<file path="src/rtl/seq_divmod_pkg.sv">
// Shared types and constants for the sequential 4-bit divider.
package seq_divmod_pkg;

    localparam int unsigned OP_W  = 4;
    localparam int unsigned STEPS = 4;
    localparam int unsigned CNT_W = 2;

    typedef enum logic [1:0] {
        IDLE = 2'd0,
        CALC = 2'd1,
        DONE = 2'd2
    } state_e;

endpackage

</file>
<file path="src/rtl/seq_divmod_if.sv">
// Request/result handshake bundle between a requester and seq_divmod.
interface seq_divmod_if;

    logic                             start;
    logic [seq_divmod_pkg::OP_W-1:0]  A;
    logic [seq_divmod_pkg::OP_W-1:0]  B;
    logic                             ready;
    logic                             valid;
    logic                             ack;
    logic [seq_divmod_pkg::OP_W-1:0]  Q;
    logic [seq_divmod_pkg::OP_W-1:0]  R;
    logic                             div_by_zero;

    modport master (
        output start, A, B, ack,
        input  ready, valid, Q, R, div_by_zero
    );

    modport slave (
        input  start, A, B, ack,
        output ready, valid, Q, R, div_by_zero
    );

endinterface

</file>
<file path="src/rtl/divmod_step.sv">
// One restoring-division step: shift in a dividend bit, trial-subtract the divisor.
module divmod_step
    import seq_divmod_pkg::*;
(
    input  logic [OP_W-1:0] rem_i,
    input  logic            bit_i,
    input  logic [OP_W-1:0] div_i,
    output logic [OP_W-1:0] rem_o,
    output logic            qbit_o
);

    logic [OP_W:0]   partial;
    logic [OP_W-1:0] diff;

    // Trial is non-negative exactly when partial >= divisor; the new remainder
    // is then below the divisor, so the low OP_W bits of the difference suffice.
    always_comb begin
        partial = {rem_i, bit_i};
        diff    = partial[OP_W-1:0] - div_i;
        qbit_o  = (partial >= {1'b0, div_i});
        rem_o   = qbit_o ? diff : partial[OP_W-1:0];
    end

endmodule

</file>
<file path="src/rtl/seq_divmod.sv">
// Sequential 4-bit unsigned divide/modulo, one quotient bit per CALC cycle.
module seq_divmod
    import seq_divmod_pkg::*;
(
    input  logic         clk,
    input  logic         reset,
    seq_divmod_if.slave  bus
);

    state_e            state_q;
    logic [OP_W-1:0]   a_q;
    logic [OP_W-1:0]   b_q;
    logic [OP_W-1:0]   rem_q;
    logic [OP_W-2:0]   quo_q;
    logic [CNT_W-1:0]  cnt_q;
    logic [OP_W-1:0]   q_q;
    logic [OP_W-1:0]   r_q;
    logic              dbz_q;
    logic              ready_q;
    logic              valid_q;

    logic [OP_W-1:0]   step_rem;
    logic              step_qbit;

    divmod_step u_step (
        .rem_i  (rem_q),
        .bit_i  (a_q[OP_W-1]),
        .div_i  (b_q),
        .rem_o  (step_rem),
        .qbit_o (step_qbit)
    );

    // Control FSM, operand capture, iteration datapath and registered outputs.
    always_ff @(posedge clk) begin
        if (reset) begin
            state_q <= IDLE;
            a_q     <= '0;
            b_q     <= '0;
            rem_q   <= '0;
            quo_q   <= '0;
            cnt_q   <= '0;
            q_q     <= '0;
            r_q     <= '0;
            dbz_q   <= 1'b0;
            ready_q <= 1'b1;
            valid_q <= 1'b0;
        end else begin
            case (state_q)
                IDLE: begin
                    if (bus.start) begin
                        a_q     <= bus.A;
                        b_q     <= bus.B;
                        rem_q   <= '0;
                        quo_q   <= '0;
                        cnt_q   <= '0;
                        ready_q <= 1'b0;
                        if (bus.B == '0) begin
                            q_q     <= '1;
                            r_q     <= bus.A;
                            dbz_q   <= 1'b1;
                            valid_q <= 1'b1;
                            state_q <= DONE;
                        end else begin
                            state_q <= CALC;
                        end
                    end
                end
                CALC: begin
                    a_q   <= {a_q[OP_W-2:0], 1'b0};
                    rem_q <= step_rem;
                    quo_q <= {quo_q[OP_W-3:0], step_qbit};
                    cnt_q <= cnt_q + CNT_W'(1);
                    if (cnt_q == CNT_W'(STEPS - 1)) begin
                        q_q     <= {quo_q, step_qbit};
                        r_q     <= step_rem;
                        dbz_q   <= 1'b0;
                        valid_q <= 1'b1;
                        state_q <= DONE;
                    end
                end
                DONE: begin
                    if (bus.ack) begin
                        dbz_q   <= 1'b0;
                        valid_q <= 1'b0;
                        ready_q <= 1'b1;
                        state_q <= IDLE;
                    end
                end
                default: begin
                    valid_q <= 1'b0;
                    ready_q <= 1'b1;
                    state_q <= IDLE;
                end
            endcase
        end
    end

    assign bus.ready       = ready_q;
    assign bus.valid       = valid_q;
    assign bus.Q           = q_q;
    assign bus.R           = r_q;
    assign bus.div_by_zero = dbz_q;

endmodule
</file>
<file path="src/flat_wrapper.sv">
// flat-port wrapper written by rule: the top's interface ports become plain ports
module seq_divmod_flat import seq_divmod_pkg::*;
  (clk, reset, bus_start, bus_A, bus_B, bus_ack, bus_ready, bus_valid, bus_Q, bus_R, bus_div_by_zero);
  seq_divmod_if bus_i ();
  input  logic clk;
  input  logic reset;
  input wire logic [$bits(bus_i.start)-1:0] bus_start;
  input wire logic [$bits(bus_i.A)-1:0] bus_A;
  input wire logic [$bits(bus_i.B)-1:0] bus_B;
  input wire logic [$bits(bus_i.ack)-1:0] bus_ack;
  output wire logic [$bits(bus_i.ready)-1:0] bus_ready;
  output wire logic [$bits(bus_i.valid)-1:0] bus_valid;
  output wire logic [$bits(bus_i.Q)-1:0] bus_Q;
  output wire logic [$bits(bus_i.R)-1:0] bus_R;
  output wire logic [$bits(bus_i.div_by_zero)-1:0] bus_div_by_zero;
  assign bus_i.start = bus_start;
  assign bus_i.A = bus_A;
  assign bus_i.B = bus_B;
  assign bus_i.ack = bus_ack;
  assign bus_ready = bus_i.ready;
  assign bus_valid = bus_i.valid;
  assign bus_Q = bus_i.Q;
  assign bus_R = bus_i.R;
  assign bus_div_by_zero = bus_i.div_by_zero;
  seq_divmod u_core (.clk(clk), .reset(reset), .bus(bus_i));
endmodule
</file>
<file path="config.mk">
export PLATFORM = sky130hd
export DESIGN_NAME = seq_divmod_flat
export DESIGN_NICKNAME = d
export VERILOG_FILES = /design/src/rtl/seq_divmod_pkg.sv /design/src/rtl/seq_divmod_if.sv /design/src/rtl/divmod_step.sv /design/src/rtl/seq_divmod.sv /design/src/flat_wrapper.sv
export SDC_FILE = /design/constraint.sdc
export NUM_CORES = 1
export LEC_CHECK = 0
export ABC_AREA = 1
export CAP_MARGIN = 20
export CORE_UTILIZATION = 35
export DETAILED_ROUTE_END_ITERATION = 10
export SLEW_MARGIN = 10
export SYNTH_ARGS = -nofsm -noshare
export SYNTH_HDL_FRONTEND = slang
export SYNTH_SLANG_ARGS = --single-unit
</file>
<file path="constraint.sdc">
create_clock -name clk -period 4.5 [get_ports clk]
set_input_delay 0.675 -clock clk [delete_from_list [all_inputs] [get_ports clk]]
set_output_delay 0.675 -clock clk [all_outputs]
set_load 0.01 [all_outputs]
</file>
* Word-level counts from Yosys, hierarchy flattened
Cells that the tools add are included.
** Word-level totals
- Flip-flop bits (word level) :: 30
- Bits of input ports :: 12
- Output and inout bits :: 11
- Logic and storage cells :: 65
** Cells by class
- Add/sub/neg operators :: 2
- Order comparisons :: 1
- Eq/ne operators :: 7
- Multiplexer cells :: 32
- Bitwise gates (word level) :: 1
- Reduce and logical (&&, ||, !) cells :: 11
** Operators by type and width (number)
- $mux W4 :: 9
- $pmux W4 S2 :: 4
- $mux W2 :: 5
- $pmux W1 S3 :: 3
- $reduce_and A4 Y1 :: 2
- $mux W1 :: 7
- $pmux W2 S3 :: 1
- $pmux W3 S2 :: 1
- $reduce_and A3 Y1 :: 2
- $ge A5 B4 Y1 :: 1
- $reduce_and A5 Y1 :: 1
- $eq A2 B2 Y1 const B :: 2
- $logic_not A4 Y1 :: 1
- $ne A2 B1 Y1 const B :: 2
- $ne A2 B2 Y1 const B :: 2
- $pmux W2 S2 :: 1
- $reduce_and A2 Y1 :: 2
- $sub A4 B4 Y4 :: 1
- $mux W3 :: 1
- $reduce_bool A3 Y1 :: 1
- $add A2 B1 Y2 const B :: 1
- $eq A2 B1 Y1 const B :: 1
- $logic_not A2 Y1 :: 1
- $reduce_bool A2 Y1 :: 1
- $not A1 Y1 :: 1

* Longest topological paths before layout
Gate-level depths: netlist (run 1).
- Depth in word-level cells :: 4
- Depth in mapped cells :: 12
- Depth with buffers taken out :: 12

* By module
A second synthesis (run 1) with hierarchy kept.
** Unflattened totals
- Cell total of the unflattened synthesis :: 231
- Area, all modules :: 1709.1 um^2
** By module, submodules not included
- seq_divmod :: instances 1, cells each 192, area each 1455.1 um^2, seq. area each 600.6 um^2
- divmod_step :: instances 1, cells each 39, area each 254.0 um^2, seq. area each 0.0 um^2

* Worst setup path before layout (run 1)
Ideal clock, no wire load.
- Kind :: input port to flip-flop
- Start point :: input bus_start
- End point :: register u_core.r_q[0] (netlist: u_core.bus.R[0])
- Setup time :: 109 ps
- Arrival time :: 1355 ps
- Required time :: 4391 ps
- Setup slack :: 3036 ps
- Stages on the path :: 9
- Path through :: inv_1 -> nand2_2 -> nand2_4 -> inv_6 -> nand3_4 -> nor2_1 -> nand3_1 -> nand2_1 -> inv_1
** Between the ends
- Word-level cells in the longest chain between the ends :: 2
** Ends and longest elaborated chain
- start: declaration :: line flat_wrapper.sv:7 : input wire logic [$bits(bus_i.start)-1:0] bus_start;
- $ne A2 B2 Y1 (no source line)
- $reduce_and A4 Y1 (no source line)
- end signal: assignment :: line seq_divmod.sv:59 : r_q <= bus.A;
- end signal: assignment :: line seq_divmod.sv:75 : r_q <= step_rem;
- end: declaration :: line seq_divmod.sv:17 : logic [OP_W-1:0] r_q;
No other way between the ends.
A chain may end at the register's enable or synchronous reset.

* Final worst setup path (run 1)
- Start point :: register u_core.state_q[1]
- End point :: register u_core.r_q[0] (netlist: u_core.bus.R[0])
** Between the ends
- Word-level cells in the longest chain between the ends :: 3
** Ends and longest elaborated chain
- start: declaration :: line seq_divmod.sv:10 : state_e state_q;
- start signal: assignment :: line seq_divmod.sv:36 : state_q <= IDLE;
- start signal: assignment :: line seq_divmod.sv:62 : state_q <= DONE;
- start signal: assignment :: line seq_divmod.sv:64 : state_q <= CALC;
- $eq A2 B1 Y1 or $logic_not A2 Y1 (tied branches) :: line seq_divmod.sv:48 : case (state_q)
- $ne A2 B1 Y1 (no source line), or another cell as far along
- $reduce_and A4 Y1 (no source line)
Several ways; a longest one is shown, not always the timed one.

==> reports/metrics.yaml, run 1 <==
yosys-mux-area-fraction_pct: 0
placement_cell_area_mm2: 0.00179
final_standard_cell_area_without_fillers_mm2: 0.00187
layout_common_cells: "sky130_fd_sc_hd__nor2_1 (32), sky130_fd_sc_hd__nand2_1 (31), sky130_fd_sc_hd__dfxtp_1 (30), sky130_fd_sc_hd__inv_1 (28), sky130_fd_sc_hd__clkdlybuf4s50_1 (22)"
yosys_warnings: 0
dieArea_mm2: 0.00464
fp-row-count: 23
tritoncts: "built"
via_count: 1342
core_footprint_mm2: 0.00409
hpwl_um: 2250
grt_start_max_net_pins: 21
number_of_antenna_violations_at_the_first_check_in_global_routing: 0
worst-endpoint-arrival_ns: 2.43
design.portCount: 23
routed_wirelength_um: 3130
synthToLayoutAreaGrowth_pct: 22.3
slew-limit-headroom_pct: 51.8
pins_over_slew_limit: 0
grt_first_pass_wirelength_um: 5700
global_route.usage.total_pct: 16.8
grt_setup_unrepaired: "false"
num-fill-cells: 455
cts_buffer_depth: 2
final_worst_path_cycle_share_pct: 50.1
vias_in_the_first_global_route: 1286
power_density_mw_per_mm2: 656
non_filler_instances: 285
final_hold_viol_count: 0
synth_top_family_by_area: "simple AND/OR/NAND/NOR gates"
cts_resized: 0
insertedDiodeCount: 0
worst_slack_ns: 2.25
max_cap_viol_count: 0
ant_nets: 0
startpoint_type: "flop"
detail_route.wl_per_cell_um: 11.0
grt.met3_usage_pct: 4.67
numPlacedInstances: 279
finish.net_count: 258
die_h_um: 68.1
number_of_different_library_cells_in_the_post_synthesis_netlist: 27
vias_per_cell: 4.71
worst_slew_pin_slew_ns: 0.723
drive_above_1_share_pct: 7.66
drt_pre_antenna_iters: 4
die_w_um: 68.1
avgSynthCellArea_um2: 7.21
drcViolationCount: 0
postLayoutCoreUtil_pct: 45.7
critical_path.endpoint_type: "flop"
synth.yosys.seq_area_share_pct: 39.3
worst_setup_hold_path_clk_slew_ns: 0.06
post_synth_inst_count: 212
floorplan.initialDensity_pct: 37.4
critical_path_class: "flop to flop"
cts-root-buf: "sky130_fd_sc_hd__clkbuf_8"
timing.critical_path.required_ns: 4.68
yosys.area_share.xor_xnor_pct: 0.573
worst_skew_pair.late_latency_ns: 0.28
placement.io_buffers: 22
gr-usage-met1_pct: 22.0
initialDrtViolationCount: 54
timing.fmax_mhz: 444
minimum_clock_period_after_layout_ns: 2.25
skew_ns: 0.00506
post_synthesis_sequential_element_count: 30
p_leak_nw: 0.878
synth_simple_gate_area_share_pct: 28.9
hp-class: "flop to flop"
status: "complete, no violations"
postCtsSetupBuffers: 0
finalWeightedCongestion: 0.729
share_of_the_synthesized_area_in_compound_gates_ao_oa_aoi_oai_pct: 12.6
dpl_worst_slack_ns: 2.24
global_route.overflow_total: 0
irDropWorstVdd_mv: 0.256
synth.cell_area_mm2: 0.00153
critPathMaxFanout: 20
final_common_cell: "sky130_fd_sc_hd__nor2_1"
setup_tns_ns: 0
top_usage_layer: "met2"
post_synthesis_net_count: 234
clkSinkCount: 30
grt.met2_usage_pct: 25.9
setup_violations: 0
synth-adder-area-share_pct: 8.67
cts_buffers: 5
cts-hold-fix-buffers: 0
clock_tree.htree_level_count: 2
## sequential cells by signal, indices dropped and copies added (netlist names)
name                    count
u_core.state_q              2
u_core.bus.R                4
u_core.bus.valid            1
u_core.b_q                  4
u_core.quo_q                3
u_core.bus.Q                4
u_core.cnt_q                2
u_core.bus.div_by_zero      1
u_core.rem_q                4
u_core.a_q                  4
u_core.bus.ready            1
## worst max-delay path: stages (launching register included)
cell	delay, ns
sky130_fd_sc_hd__dfxtp_1	0.34
sky130_fd_sc_hd__inv_1	0.09
sky130_fd_sc_hd__ha_1	0.62
sky130_fd_sc_hd__inv_2	0.23
sky130_fd_sc_hd__nand2_2	0.14
sky130_fd_sc_hd__nand2_4	0.09
sky130_fd_sc_hd__inv_6	0.14
sky130_fd_sc_hd__nand3_4	0.15
sky130_fd_sc_hd__nor2_1	0.13
sky130_fd_sc_hd__nand3_1	0.11
sky130_fd_sc_hd__nand2_1	0.07
sky130_fd_sc_hd__inv_1	0.03
## synthesized netlist by cell type
cell type | count | area share, %
sky130_fd_sc_hd__o211a_1 | 1 | 0.65
sky130_fd_sc_hd__a21oi_1 | 18 | 5.9
sky130_fd_sc_hd__inv_6 | 1 | 0.57
sky130_fd_sc_hd__a211oi_1 | 1 | 0.49
sky130_fd_sc_hd__inv_4 | 1 | 0.41
sky130_fd_sc_hd__fa_1 | 1 | 1.3
sky130_fd_sc_hd__clkbuf_1 | 2 | 0.49
sky130_fd_sc_hd__xor2_1 | 1 | 0.57
sky130_fd_sc_hd__buf_4 | 1 | 0.49
sky130_fd_sc_hd__nand4_1 | 4 | 1.6
sky130_fd_sc_hd__dfxtp_1 | 30 | 39
sky130_fd_sc_hd__nand3_4 | 1 | 1.1
sky130_fd_sc_hd__buf_2 | 2 | 0.65
sky130_fd_sc_hd__o21ai_1 | 1 | 0.33
sky130_fd_sc_hd__a21oi_2 | 1 | 0.57
sky130_fd_sc_hd__a31oi_1 | 1 | 0.41
sky130_fd_sc_hd__inv_1 | 28 | 6.9
sky130_fd_sc_hd__nand2_4 | 1 | 0.74
sky130_fd_sc_hd__nor3_1 | 4 | 1.3
sky130_fd_sc_hd__nand2_1 | 31 | 7.6
sky130_fd_sc_hd__o21ai_0 | 13 | 4.3
sky130_fd_sc_hd__nor2_1 | 32 | 7.9
sky130_fd_sc_hd__nand3_1 | 20 | 6.5
sky130_fd_sc_hd__ha_1 | 9 | 7.4
sky130_fd_sc_hd__inv_2 | 2 | 0.49
sky130_fd_sc_hd__nor2_2 | 1 | 0.41
sky130_fd_sc_hd__nand2_2 | 4 | 1.6
## cells by family after synthesis
logic type | Yosys count
compound gates | 36
buf+inv | 37
xor+xnor | 1
fa+ha+maj | 10
simple gates | 98
flops | 30
## through the flow
stage          hold slack, ns  total power, mW
3_5_place_dp            0.449             1.02
2_1_floorplan           0.433            0.848
6_report                0.448             1.23
3_3_place_gp            0.436             1.01
5_1_grt                 0.483             1.36
4_1_cts                 0.456             1.24
## worst paths after layout
check	startpoint	slack (ns)	cells after the start	end
max	u_core.state_q[1]	2.25	11	u_core.bus.R[0]
min	u_core.bus.valid	0.45	2	u_core.bus.valid
max reg2reg	u_core.state_q[1]	2.25	11	u_core.bus.R[0]
min reg2reg	u_core.bus.valid	0.45	2	u_core.bus.valid
## cell type report
type	instances	area, um^2	area share, %
Timing Repair Buffer	22	220	11.8
Clock buffer	6	82.6	4.42
Multi-Input combinational cell	145	776	41.5
Inverter	32	128	6.83
Tap cell	50	62.6	3.35
Sequential cell	30	601	32.1
## per-layer routing
metal,wire length (um),part of all wire [%]
met1,1550,50
met2,1380,44
met3,152,4.9
met4,51,1.6
met5,0,0
## report_power, final
group | switching (mW) | internal (mW) | total, mW
clock network | 0.0964 | 0.118 | 0.214
logic | 0.377 | 0.237 | 0.614
registers | 0.0465 | 0.351 | 0.397
total | 0.520 | 0.706 | 1.23
Power figures use the tool's default switching activity.
==> inputs of run 2 (changes only) <==
clock period = 2.3 ns   (was 4.5 ns; I/O delays follow)
==> run 2 against run 1 <==
  * Critical path depth decreased by 1
  * Utilization increased by 0.58 points
  * Cell area increased by 1.3%
  * Worst hold slack got worse by 0.0040 ns
  * Sequential cell count unchanged
  * Global-route usage decreased by 1.4 points
  * Sequential power increased by 96%
  * Die area unchanged
  * Via count increased by 0.52%
  * First-iteration DRC count increased by 19%
  * Worst setup slack got worse by 1.7 ns
  * Largest power group unchanged
==> reports/metrics.yaml, run 2 (same netlist as run 1, synthesis figures left out) <==
critPathMaxFanout: 17  # was 20
detail_route.wl_per_cell_um: 10.8  # was 11.0 um
final_common_cell: "sky130_fd_sc_hd__nor2_1"  # unchanged
tritoncts: "built"  # unchanged
finalWeightedCongestion: 0.762  # was 0.729
routed_wirelength_um: 3110  # was 3130 um
dieArea_mm2: 0.00464  # unchanged
cp_slowest_cell: "sky130_fd_sc_hd__dfxtp_1"  # was sky130_fd_sc_hd__ha_1
r2r_cells: 10  # was 11
critPathCapture: "u_core.bus.R[2]"  # was u_core.bus.R[0]
timing.fmax_mhz: 574  # was 444 MHz
grt_setup_unrepaired: "false"  # unchanged
fin_hold_ws_ns: 0.444  # was 0.448 ns
internal-power_mw: 1.40  # was 0.706 mW
timing.critical_path.required_ns: 2.48  # was 4.68 ns
hpwl_um: 2290  # was 2250 um
final_worst_path_cycle_share_pct: 75.8  # was 50.1%
clock_tree.htree_level_count: 2  # unchanged
num-fill-cells: 452  # was 455
r2r_slack_ns: 0.56  # was 2.25 ns
synthToLayoutAreaGrowth_pct: 23.8  # was 22.3%
slew-limit-headroom_pct: 69.4  # was 51.8%
insertedDiodeCount: 0  # unchanged
critical_path.endpoint_type: "flop"  # unchanged
vias_in_the_first_global_route: 1153  # was 1286
worst_setup_hold_path_clk_slew_ns: 0.07  # was 0.06 ns
global_route.overflow_total: 0  # unchanged
final_hold_viol_count: 0  # unchanged
worst_skew_pair.late_latency_ns: 0.28  # about the same
grt_start_max_net_pins: 20  # was 21
grt_first_pass_wirelength_um: 5210  # was 5700 um
p_leak_nw: 0.893  # was 0.878 nW
power.share.sequential_pct: 32.2  # was 32.4%
postCtsSetupBuffers: 0  # unchanged
cts_buffers: 5  # unchanged
crit_path_cell_trace: "inv_1, ha_1, nand2_2, nand2_4, inv_6, nand3_4, nor2_1, nand3_1, nand2_1, inv_1"  # was inv_1, ha_1, inv_2, nand2_2, nand2_4, inv_6, nand3_4, nor2_1, nand3_1, nand2_1, inv_1
fp-row-count: 23  # unchanged
power_density_mw_per_mm2: 1280  # was 656 mW/mm^2
die_w_um: 68.1  # unchanged
pins_over_slew_limit: 0  # unchanged
drcViolationCount: 0  # unchanged
die_h_um: 68.1  # unchanged
timing.rr.start: "u_core.state_q[0]"  # was u_core.state_q[1]
skew_ns: 0.00524  # was 0.00506 ns
finish.net_count: 260  # was 258
timing.critical_path.mode_cell: "sky130_fd_sc_hd__inv_1"  # unchanged
critPathMaxStageDelay_ns: 0.38  # was 0.62 ns
design.portCount: 23  # unchanged
floorplan.initialDensity_pct: 37.4  # unchanged
ant_nets: 0  # unchanged
number_of_antenna_violations_at_the_first_check_in_global_routing: 0  # unchanged
clkSinkCount: 30  # unchanged
clock_power_share_pct: 18.1  # was 17.5%
cts-hold-fix-buffers: 0  # unchanged
worst_slew_pin_slew_ns: 0.458  # was 0.723 ns
minimum_clock_period_after_layout_ns: 1.74  # was 2.25 ns
critical_path_class: "flop to flop"  # unchanged
placement.io_buffers: 22  # unchanged
core_footprint_mm2: 0.00409  # unchanged
drive_above_1_share_pct: 8.79  # was 7.66%
power.switching_mw: 1.02  # was 0.520 mW
cp-startpoint: "u_core.state_q[0]"  # was u_core.state_q[1]
combinationalPowerShare_pct: 49.7  # was 50.1%
status: "complete, no violations"  # unchanged
worst-endpoint-arrival_ns: 1.92  # was 2.43 ns
cts_resized: 0  # unchanged
setup_violations: 0  # unchanged
drt_pre_antenna_iters: 4  # unchanged
postLayoutCoreUtil_pct: 46.3  # was 45.7%
cts_buffer_depth: 2  # unchanged
hp-class: "flop to flop"  # unchanged
irDropWorstVdd_mv: 0.521  # was 0.256 mV
cts-root-buf: "sky130_fd_sc_hd__clkbuf_8"  # unchanged
startpoint_type: "flop"  # unchanged
global_route.usage.total_pct: 15.3  # was 16.8%
power.switching_fraction_pct: 42.2  # was 42.4%
vias_per_cell: 4.67  # was 4.71
initialDrtViolationCount: 64  # was 54
setup_tns_ns: 0  # unchanged
r2r-end: "u_core.bus.R[2]"  # was u_core.bus.R[0]
via_count: 1349  # was 1342
layout_common_cells: "sky130_fd_sc_hd__nor2_1 (32), sky130_fd_sc_hd__nand2_1 (31), sky130_fd_sc_hd__dfxtp_1 (30), sky130_fd_sc_hd__inv_1 (28), sky130_fd_sc_hd__clkdlybuf4s50_1 (22)"  # unchanged
max_cap_viol_count: 0  # unchanged
run 2: power by group through the flow:
stage	Clock [mW]	Sequential, mW	Combinational [mW]
floorplan	0	0.809	0.850
global placement	0	0.793	1.20
detailed placement	0	0.789	1.21
CTS	0.454	0.780	1.22
global route	0.474	0.799	1.38
finish	0.438	0.779	1.20
run 2: layout make-up:
type / instances / area (um^2) / area share (%)
tap: 50 / 62.6 / 3.30
inverter: 32 / 128 / 6.74
clock buffer: 7 / 86.3 / 4.56
timing repair buffer: 24 / 235 / 12.4
sequential: 30 / 601 / 31.7
clock inverter: 1 / 5.00 / 0.264
multi-input combinational: 145 / 776 / 41.0
run 2: stage by stage:
stage                     area, um^2  worst slack [ns]  instances  power (mW)
after floorplan                 1530             0.840        212        1.66
after global placement          1800             0.448        281        1.99
after detailed placement        1800             0.441        281        2.00
after CTS                       1890             0.555        289        2.45
after global routing            1890             0.396        289        2.65
final                           1890             0.556        289        2.42
run 2: layer usage:
metal	global-route usage, %	wire length [um]
met1	21.4	1680
met2	21.7	1290
met3	5.00	115
met4	5.47	30
met5	0	0
run 2: worst min-delay path by stage:
| stage | from | endpoint | slack [ns] | depth (start not counted) |
|---|---|---|---|---|
| 6_report | u_core.bus.valid | u_core.bus.valid | 0.44 | 2 |
| 5_1_grt | u_core.bus.valid | u_core.bus.valid | 0.48 | 2 |
| 4_1_cts | u_core.bus.valid | u_core.bus.valid | 0.45 | 2 |
| 3_5_place_dp | u_core.bus.valid | u_core.bus.valid | 0.44 | 2 |
| 3_3_place_gp | u_core.bus.valid | u_core.bus.valid | 0.44 | 2 |
| 2_1_floorplan | u_core.b_q[2] | u_core.b_q[2] | 0.43 | 2 |
run 2: critical path: cells and delay by family, from the launching register on:
| kind | cells | cell delay (ns) |
|---|---|---|
| DFF | 1 | 0.38 |
| and+or+nand+nor | 6 | 0.75 |
| adders and majority gates | 1 | 0.27 |
| buffers and inverters | 3 | 0.24 |
==> RTL change, RTL diff (settings of run 2) <==
The package constant `OP_W` goes from 4 to 5.
--- a/src/rtl/seq_divmod_pkg.sv
+++ b/src/rtl/seq_divmod_pkg.sv
@@ -1,7 +1,7 @@
 // Shared types and constants for the sequential 4-bit divider.
 package seq_divmod_pkg;
 
-    localparam int unsigned OP_W  = 4;
+    localparam int unsigned OP_W  = 5;
     localparam int unsigned STEPS = 4;
     localparam int unsigned CNT_W = 2;
 
Interface: changed (resized bus_A, bus_B, bus_Q and bus_R); port bits go from 23 to 27. No check against the original RTL was run, so the function may have changed too.
==> RTL change against run 2 <==
Area after synthesis grew 22%. Routed wire length grew 33%. Core utilization shrank 1.5 points. Highest routed layer unchanged. Sequential cell count grew 6. Final area grew 21%. Hold slack gained 22 ps. Final cell count grew 28%. Sequential power grew 25%. Critical path depth grew 2. Setup slack lost 360 ps. Synthesized cell count grew 28%. Power grew 32%. Die area grew 21%.
==> RTL change: results (changes against run 2) <==
.. list-table::
   :header-rows: 1

   * - Metric
     - Value
   * - Global-route wire length before repair
     - 6930 µm (was 5210 µm)
   * - First DRT Iteration DRCs
     - 102 (was 64)
   * - Source of the critical timing path
     - u_core.a_q[4] (was u_core.state_q[0])
   * - Result of the run
     - finished clean (unchanged)
   * - Share of layout cells above drive strength 1
     - 0.0602 (was 0.0879)
   * - Yosys cell types
     - 23 (was 27)
   * - Crit-path slowest cell
     - fa_1 (was dfxtp_1)
   * - Via count of the first global-routing pass
     - 1543 (was 1153)
   * - Via count
     - 1699 (was 1349)
   * - Total wire length
     - 4120 µm (was 3110 µm)
   * - Fraction of the mapped netlist area in compound gates
     - 0.114 (was 0.126)
   * - Placed inst area
     - 2180 µm² (was 1800 µm²)
   * - Total leakage power
     - 0.00111 µW (was 0.000893 µW)
   * - Biggest cell delay along the critical path
     - 420 ps (was 380 ps)
   * - Post-layout nets
     - 323 (was 260)
   * - Post-synthesis adder-cell area fraction
     - 0.0781 (was 0.0867)
   * - Maximum number of pins on one net before global-route repair
     - 19 (was 20)
   * - Worst Hold Slack
     - 465 ps (was 444 ps)
   * - Post-Route Skew
     - 6.33 ps (was 5.24 ps)
   * - Number of inserted filler cells in the final layout
     - 550 (was 452)
   * - Number of placed cells counting well taps
     - 361 (was 281)
   * - Number of instances in the synthesized netlist
     - 271 (was 212)
   * - DP Wirelength
     - 3030 µm (was 2290 µm)
   * - Launch point of the worst hold path
     - u_core.b_q[2] (was u_core.bus.valid)
   * - Met2 routed wirelength
     - 1950 µm (was 1290 µm)
   * - Number of port buffers
     - 26 (was 22)
-- RTL change: changes by cell type after synthesis, moves of 3 or more --
cell | run 2 | this run
nand3_1 | 20 | 24
inv_1 | 28 | 40
nand2_1 | 31 | 48
nor2_1 | 32 | 43
dfxtp_1 | 30 | 36
o21ai_0 | 13 | 16
a21oi_1 | 18 | 22
-- RTL change: per-layer routing --
metal | up-vias | GRT usage
met5 | - | 0
met4 | 0 | 0.0503
met3 | 5 | 0.0442
met2 | 33 | 0.266
met1 | 751 | 0.212
li1 | 910 | -
-- RTL change: cell type report --
class                   instances  area share
clock inverters                 3      0.0186
flip-flops and latches         36       0.315
multi-input cells             183       0.402
repair buffers                 30       0.127
inverters                      42      0.0689
well taps                      70      0.0383
clock buffers                   5      0.0301
-- RTL change: how the worst min path moves through the flow --
stage / end / cells after the start
final: u_core.b_q[2] / 2
after global routing: u_core.cnt_q[0] / 1
after CTS: u_core.a_q[0] / 2
after detailed placement: u_core.a_q[0] / 2
after global placement: u_core.cnt_q[0] / 1
after floorplan: u_core.cnt_q[0] / 1
-- RTL change: cells by family (layout without fill, tap and decap cells) --
family,Yosys count,count (layout)
buffers and inverters,52,80
adders and majority gates,11,11
AOI/OAI and AO/OA,41,41
and+or+nand+nor,130,130
xor gates and xnor gates,1,1
DFF,36,36
-- RTL change: power by group through the flow --
stage                     Clock [µW]  Sequential (µW)  Combinational [µW]
after global routing             602             1000                1900
after global placement             0              989                1660
after floorplan                    0             1020                1160
final                            561              971                1670
after detailed placement           0              985                1680
after CTS                        578              973                1690
-- RTL change: through the flow --
stage	setup slack [ps]	power, µW
after global placement	210	2640
after detailed placement	220	2660
after CTS	189	3240
after floorplan	541	2170
after global routing	4.79	3510
final	193	3200
